<file path="src/rtl/lvds_video_pkg.sv">
// Shared video types, default raster timing and colour constants for the LVDS pixel source.
package lvds_video_pkg;

  typedef struct packed {
    logic [7:0] r;
    logic [7:0] g;
    logic [7:0] b;
  } rgb888_t;

  localparam int unsigned H_ACTIVE = 1440;
  localparam int unsigned H_FP     = 24;
  localparam int unsigned H_SYNC   = 32;
  localparam int unsigned H_BP     = 64;
  localparam int unsigned H_TOTAL  = H_ACTIVE + H_FP + H_SYNC + H_BP;

  localparam int unsigned V_ACTIVE = 900;
  localparam int unsigned V_FP     = 3;
  localparam int unsigned V_SYNC   = 6;
  localparam int unsigned V_BP     = 17;
  localparam int unsigned V_TOTAL  = V_ACTIVE + V_FP + V_SYNC + V_BP;

  localparam bit HS_POL = 1'b0;
  localparam bit VS_POL = 1'b0;

  localparam int unsigned CNT_W = 12;

  localparam rgb888_t RED   = '{r: 8'hFF, g: 8'h00, b: 8'h00};
  localparam rgb888_t GREEN = '{r: 8'h00, g: 8'hFF, b: 8'h00};
  localparam rgb888_t BLUE  = '{r: 8'h00, g: 8'h00, b: 8'hFF};
  localparam rgb888_t WHITE = '{r: 8'hFF, g: 8'hFF, b: 8'hFF};
  localparam rgb888_t BLACK = '{r: 8'h00, g: 8'h00, b: 8'h00};

endpackage

</file>
<file path="src/rtl/lvds_bar_pattern.sv">
// Combinational four-bar colour decoder: horizontal position -> red/green/blue/white bar.
module lvds_bar_pattern #(
  parameter int unsigned H_ACTIVE = lvds_video_pkg::H_ACTIVE,
  parameter int unsigned CNT_W    = lvds_video_pkg::CNT_W
) (
  input  logic [CNT_W-1:0]        h,
  output lvds_video_pkg::rgb888_t rgb
);
  import lvds_video_pkg::*;

  localparam int unsigned BAR_W = H_ACTIVE / 4;

  always_comb begin
    rgb = WHITE;
    if (h < CNT_W'(BAR_W))
      rgb = RED;
    else if (h < CNT_W'(2 * BAR_W))
      rgb = GREEN;
    else if (h < CNT_W'(3 * BAR_W))
      rgb = BLUE;
  end

endmodule

</file>
<file path="src/rtl/lvds_timing_gen.sv">
// Full-frame raster timing and pixel source feeding the LVDS serializer, one pixel per pix_en.
// Define LVDS_TEST_PATTERN_EN to replace the ext_* inputs with an internal colour-bar pattern.
module lvds_timing_gen #(
  parameter int unsigned H_ACTIVE = lvds_video_pkg::H_ACTIVE,
  parameter int unsigned H_FP     = lvds_video_pkg::H_FP,
  parameter int unsigned H_SYNC   = lvds_video_pkg::H_SYNC,
  parameter int unsigned H_BP     = lvds_video_pkg::H_BP,
  parameter int unsigned V_ACTIVE = lvds_video_pkg::V_ACTIVE,
  parameter int unsigned V_FP     = lvds_video_pkg::V_FP,
  parameter int unsigned V_SYNC   = lvds_video_pkg::V_SYNC,
  parameter int unsigned V_BP     = lvds_video_pkg::V_BP,
  parameter bit          HS_POL   = lvds_video_pkg::HS_POL,
  parameter bit          VS_POL   = lvds_video_pkg::VS_POL,
  parameter int unsigned CNT_W    = lvds_video_pkg::CNT_W
) (
  input  logic             clk,
  input  logic             reset,
  input  logic             pix_en,
  input  logic [7:0]       ext_red,
  input  logic [7:0]       ext_green,
  input  logic [7:0]       ext_blue,
  output logic [CNT_W-1:0] hcount,
  output logic [CNT_W-1:0] vcount,
  output logic             de,
  output logic             hsync,
  output logic             vsync,
  output logic             frame_start,
  output logic [7:0]       red,
  output logic [7:0]       green,
  output logic [7:0]       blue
);
  import lvds_video_pkg::*;

  localparam int unsigned H_LAST   = H_ACTIVE + H_FP + H_SYNC + H_BP - 1;
  localparam int unsigned V_LAST   = V_ACTIVE + V_FP + V_SYNC + V_BP - 1;
  localparam int unsigned HS_START = H_ACTIVE + H_FP;
  localparam int unsigned HS_END   = H_ACTIVE + H_FP + H_SYNC;
  localparam int unsigned VS_START = V_ACTIVE + V_FP;
  localparam int unsigned VS_END   = V_ACTIVE + V_FP + V_SYNC;

  logic [CNT_W-1:0] h;
  logic [CNT_W-1:0] v;
  logic             active;
  logic             hs_active;
  logic             vs_active;
  rgb888_t          src;

  always_comb begin
    active    = (h < CNT_W'(H_ACTIVE)) && (v < CNT_W'(V_ACTIVE));
    hs_active = (h >= CNT_W'(HS_START)) && (h < CNT_W'(HS_END));
    vs_active = (v >= CNT_W'(VS_START)) && (v < CNT_W'(VS_END));
  end

`ifdef LVDS_TEST_PATTERN_EN
  logic unused_ext;
  assign unused_ext = ^{ext_red, ext_green, ext_blue};

  lvds_bar_pattern #(
    .H_ACTIVE (H_ACTIVE),
    .CNT_W    (CNT_W)
  ) u_bar_pattern (
    .h   (h),
    .rgb (src)
  );
`else
  assign src = '{r: ext_red, g: ext_green, b: ext_blue};
`endif

  // Outputs register the decode of the pre-increment (h,v), so the presented
  // pixel always matches hcount/vcount one clk after its strobe.
  always_ff @(posedge clk) begin
    if (reset) begin
      h           <= '0;
      v           <= '0;
      hcount      <= '0;
      vcount      <= '0;
      de          <= 1'b0;
      hsync       <= ~HS_POL;
      vsync       <= ~VS_POL;
      frame_start <= 1'b0;
      red         <= '0;
      green       <= '0;
      blue        <= '0;
    end else begin
      frame_start <= 1'b0;
      if (pix_en) begin
        hcount      <= h;
        vcount      <= v;
        de          <= active;
        hsync       <= hs_active ? HS_POL : ~HS_POL;
        vsync       <= vs_active ? VS_POL : ~VS_POL;
        frame_start <= (h == '0) && (v == '0);
        red         <= active ? src.r : BLACK.r;
        green       <= active ? src.g : BLACK.g;
        blue        <= active ? src.b : BLACK.b;
        if (h == CNT_W'(H_LAST)) begin
          h <= '0;
          v <= (v == CNT_W'(V_LAST)) ? '0 : v + 1'b1;
        end else begin
          h <= h + 1'b1;
        end
      end
    end
  end

endmodule

</file>
<file path="config.mk">
export PLATFORM = sky130hd
export DESIGN_NAME = lvds_timing_gen
export DESIGN_NICKNAME = d
export VERILOG_FILES = /design/src/rtl/lvds_video_pkg.sv /design/src/rtl/lvds_bar_pattern.sv /design/src/rtl/lvds_timing_gen.sv
export SDC_FILE = /design/constraint.sdc
export NUM_CORES = 1
export LEC_CHECK = 0
export CAP_MARGIN = 20
export CORE_UTILIZATION = 49
export DETAILED_ROUTE_END_ITERATION = 7
export GPL_ROUTABILITY_DRIVEN = 0
export GPL_TIMING_DRIVEN = 0
export MAX_ROUTING_LAYER = met4
export PLACE_DENSITY = 0.88
export SLEW_MARGIN = 15
export SYNTH_ARGS = -nofsm -noshare
export SYNTH_HDL_FRONTEND = slang
export SYNTH_SLANG_ARGS = --single-unit
</file>
<file path="constraint.sdc">
create_clock -name clk -period 3.1 [get_ports clk]
set_clock_uncertainty 0.1 [all_clocks]
set_input_delay 0.31 -clock clk [delete_from_list [all_inputs] [get_ports clk]]
set_output_delay 0.31 -clock clk [all_outputs]
set_load 0.03 [all_outputs]
</file>
==> impl_metrics.ini <==
[run_status]
status = finished with violations
failed_checks = design-rule violations

[power]
leakagePower_nw = 1.612
power-per-cell-area_nw_per_um2 = 505.1
power.total_mw = 2.250
peakVddDrop_uv = 248.8

[detailed_routing]
drt_iter0_markers = 215
drtPass1Iterations = 7
wl_per_cell_microns = 15.41
vias_per_cell = 5.733
finalWirelength_microns = 8323
drc_errors = 7
dr_total_vias = 3096
ant_nets = 0

[grt]
grt.busiest_layer = met2
grt_pass1_wl_microns = 13770
grt_antenna_before_repair = 0
overflow = 0
grt_use_met1_pct = 31.05
grt_max_degree = 13
grt_use_met2_pct = 39.79
grt_pass1_vias = 2856
track_usage_pct = 25.19
grt_use_met3_pct = 5.015

[logic_synthesis]
ys_ff_latch = 76
synth_nets = 403
netlist_area_sq_um = 3322
synth-async-reset-ratio_pct = 0
yosys.area.top_type_share_pct = 45.80
synth_area_leaders = dfxtp_1 46%, mux2i_1 7.2%, o32ai_1 6.1%
ys_warn_count = 0
synth-seq-area-share_pct = 45.80
synth_edf_count = 0
syn_inst = 370
ys.flop_type = dfxtp_1
yosysUniqueCellTypes = 40
yosysTopAreaCell = dfxtp_1
synth_area_per_cell_sq_um = 8.978

[clocking]
cts_max_level = 3
numCtsBuffers = 9
clock_path_buffers = 2
cts_resized = 0
cts_sinks = 76
worstSkewPairLatency_ns = 0.35
post-cts-setup-buffers = 0
clkTransAtPathRegs_ns = 0.08
ctsHoldBuffers = 0
cts_tree = done
cts-root-buf = clkbuf_8

[timing]
tns_ns = 0
max_freq_ghz = 0.3869
slew_violations = 0
rsz0062_at_grt = no
post-route-period-util_pct = 83.37
hold_violations = 0
max_slew_margin_pct = 27.08
tightest_slew_ns = 1.084
fin_crit_ns = 2.585
finalSetupViolCount = 0
whs_ns = 0.3716

[setup_path]
required_ns = 3.20
crit_path_top_delay_cell = or4_1
crit_path_end = red[3]
worstReg2RegEnd = red[3]
path_cells = or4_1 -> or4_1 -> nand3_1 -> clkbuf_1 -> o32ai_1
cp_slowest_stage_delay_ns = 0.59
reg2reg_from = v[5]
ff2ff_path_depth = 5
cpMostUsedCell = or4_1
path_class = register to register
worstPathMaxFanout = 10
critPathLaunchType = register
endpoint_kind = register
worstPathArrival_ns = 2.68
reg2reg_slack_ns = 0.52
critPathLaunch = v[5]

[floorplan]
die_h_microns = 84.34
dieArea_sq_um = 7112
core_sq_um = 6459
start_util_pct = 51.43
io_pins = 79
die_x_microns = 84.34
num_rows = 29

[placement]
placed_area_sq_um = 4189
dpl.hpwl_microns = 5924
io_buffers = 77

[layout]
stdcell_area_sq_um = 4454
layout.nets = 491
antenna_cells = 0
final_common_cell = clkdlybuf4s50_1
area_growth_pct = 34.09
fillers = 497
drive_above_1_share_pct = 4.536
most-common-layout-cells = 77 x clkdlybuf4s50_1, 76 x dfxtp_1, 40 x nor2_1

[job]
drv_cap = 0

[min_path]
min_path_type = register to register
==> stage by stage <==
step	setup WS, ns	utilization, %	cells
4_1_cts	0.5398	68.97	540
5_1_grt	0.3982	68.97	540
6_report	0.5154	68.97	540
3_3_place_gp	0.6504	64.86	524
2_1_floorplan	0.7709	-	370
3_5_place_dp	0.5915	64.86	524
==> cells by family after synthesis <==
family	synth area share, %
multiplexers	7.232
flip-flops	45.80
adder cells (fa/ha/maj)	2.260
AND/OR/NAND/NOR	22.90
XOR/XNOR	2.637
buffers and inverters	6.855
AO/OA/AOI/OAI	12.32
==> state kept, by name, indices dropped and copies added (netlist names) <==
name and flops:
h 12, hcount 12, v 12, vcount 12
blue 8, green 8, red 8, de 1
frame_start 1, hsync 1, vsync 1
==> synthesized netlist by cell type (4+ instances only) <==
master	number
nor3_1	4
or4_1	12
nor4_1	6
nor2_1	40
ha_1	6
xnor2_1	7
o21ai_0	4
a21oi_1	15
nand2b_1	27
dfxtp_1	76
o32ai_1	23
inv_1	30
mux2i_1	24
nand3_1	15
clkbuf_1	26
nand4_1	6
nand2_1	11
==> report_power, final <==
part,switching (mW),total (mW),internal (mW)
registers,0.0138,1.02,1.00
clock network,0.352,0.991,0.639
logic,0.134,0.242,0.108
==> routing by layer <==
metal  wire, microns  part of all wire, %
met1            3447                   41
met2            4101                   49
met3             551                  6.6
met4             223                  2.7
met5               0                    0
==> area by class of cell <==
cell class | instances | area, sq um | share of cell area [%]
flip-flops and latches | 76 | 1521 | 34.16
plain buffers | 29 | 115.1 | 2.584
inverters | 30 | 112.6 | 2.528
well taps | 77 | 96.34 | 2.163
multi-input cells | 235 | 1573 | 35.31
clock buffers | 12 | 145.1 | 3.258
repair buffers | 77 | 770.7 | 17.30
clock inverters | 4 | 120.1 | 2.697
==> worst min path at each step <==
| stage | start | endpoint | slack, ns | depth (start not counted) |
|---|---|---|---|---|
| finish | red[4] | red[4] | 0.37 | 2 |
| floorplan | ext_green[4] | green[4] | 0.36 | 2 |
| global route | red[0] | red[0] | 0.40 | 2 |
| CTS | green[0] | green[0] | 0.38 | 2 |
| global placement | blue[2] | blue[2] | 0.36 | 2 |
| detailed placement | green[0] | green[0] | 0.37 | 2 |
==> critical path: cells and delay by family, from the launching register on <==
| family | cells | cell delay (ns) |
|---|---|---|
| compound gates | 1 | 0.19 |
| buf+inv | 1 | 0.40 |
| flops | 1 | 0.38 |
| simple gates | 3 | 1.36 |
Note: power is estimated with default switching activity, not from simulation.
==> RTL change (same settings) <==
Put one more register stage on the output `hcount`, with the module's reset. The value now appears one clock later. The other outputs are not delayed to match.
--- a/src/rtl/lvds_timing_gen.sv
+++ b/src/rtl/lvds_timing_gen.sv
@@ -38,6 +38,8 @@
   localparam int unsigned VS_START = V_ACTIVE + V_FP;
   localparam int unsigned VS_END   = V_ACTIVE + V_FP + V_SYNC;
 
+  logic [CNT_W-1:0] hcount_s0;
+
   logic [CNT_W-1:0] h;
   logic [CNT_W-1:0] v;
   logic             active;
@@ -72,7 +74,7 @@
     if (reset) begin
       h           <= '0;
       v           <= '0;
-      hcount      <= '0;
+      hcount_s0   <= '0;
       vcount      <= '0;
       de          <= 1'b0;
       hsync       <= ~HS_POL;
@@ -84,7 +86,7 @@
     end else begin
       frame_start <= 1'b0;
       if (pix_en) begin
-        hcount      <= h;
+        hcount_s0   <= h;
         vcount      <= v;
         de          <= active;
         hsync       <= hs_active ? HS_POL : ~HS_POL;
@@ -103,5 +105,13 @@
     end
   end
 
+  always_ff @(posedge clk) begin
+    if (reset) begin
+      hcount <= '0;
+    end else begin
+      hcount <= hcount_s0;
+    end
+  end
+
 endmodule
 
Behaviour: not the same (a bounded check fails within 4 cycles, from zero or initial values and one cycle with reset high).
==> RTL change against the unedited design <==
Sequential power is 15% higher; combinational power shrank 8.3%; design area rose by 8.4%; synthesized area up 12%; power down 0.75%; wire length increased by 0.12%; worst setup slack better by 0.22 ns; clock power decreased by 15%; hold slack got worse by 0.00053 ns; sequential cell count rose by 12.
==> RTL change: results (changes against the unedited design) <==
Run status
Outcome: finished, final reports clean (was finished, violations left).

Logic synthesis
The distinct cell type count after synthesis is 42 (was 40). The count of mapped cells out of synthesis was 398 (was 370). The total nets after synthesis was 431 (was 403). Most numerous cell types in the synthesized netlist: 88 x dfxtp_1, 43 x nor2_1, 34 x inv_1 (was 76 x dfxtp_1, 40 x nor2_1, 30 x inv_1).

Hold path
The cell depth of the worst min-delay path was 1 (was 2).

Power and ir drop
The combinational share of power is 9.9% (was 10.8%). The leakage power summed over all cells is 1.78 nW (was 1.61 nW). The maximum resistive drop on vdd is 0.328 mV (was 0.249 mV).

Finish
The multi-input combinational cell count is 248 (was 235). The clock network area share is 4.46% (was 5.96%). The non-clock buffer total of the final layout came to 105 (was 106).

The total number of nets in the final design is 519 (was 491). The register fraction of the total cell area came to 36.5% (was 34.2%). The number of clock buffers in the layout is 11 (was 12). The layout filler cell count came to 587 (was 497).

The final cell utilization of the core was 66.2% (was 69.0%).

Worst setup path
The end of the worst register-to-register path is v[10] (was red[3]). The source of the worst register-to-register timing path is h[8] (was v[5]). The minimum setup slack among reg-to-reg paths was 0.74 ns (was 0.52 ns).

Placement
The placement-stage cell area came to 4610 µm² (was 4190 µm²). The half-perimeter wire length after placement came to 5900 µm (was 5920 µm).

GRT
The wire length of the first global-routing pass is 13,600 µm (was 13,800 µm). The met1 track utilization from global routing is 29.6% (was 31.0%).

Drt
The via count is 3,144 (was 3,096).
## RTL change: changes by cell type in the layout (fill, tap and decap cells not counted), sizes merged, moves of 4 or more
cell,unedited run,this run
dfxtp,76,88
nor2b,0,12
or4,14,7
clkbuf,38,33
inv,30,35
nand3,15,10
nand2b,27,31
## RTL change: how the worst max path moves through the flow
stage / start / endpoint / slack (ns) / cells past startpoint
floorplan: h[8] / v[10] / 0.89 / 5
global placement: h[8] / v[10] / 0.81 / 5
detailed placement: h[8] / v[10] / 0.78 / 5
CTS: h[8] / v[10] / 0.75 / 5
global route: h[8] / v[10] / 0.68 / 5
finish: h[8] / v[10] / 0.74 / 5
## RTL change: cells by family (layout without fill, tap and decap cells)
| kind of cell | count (synthesis) | after routing |
|---|---|---|
| buffers and inverters | 62 | 155 |
| flip-flops | 88 | 88 |
| XOR/XNOR | 11 | 11 |
| adder cells (fa/ha/maj) | 6 | 6 |
| AO/OA/AOI/OAI | 54 | 54 |
| AND/OR/NAND/NOR | 152 | 152 |
| multiplexers | 25 | 25 |
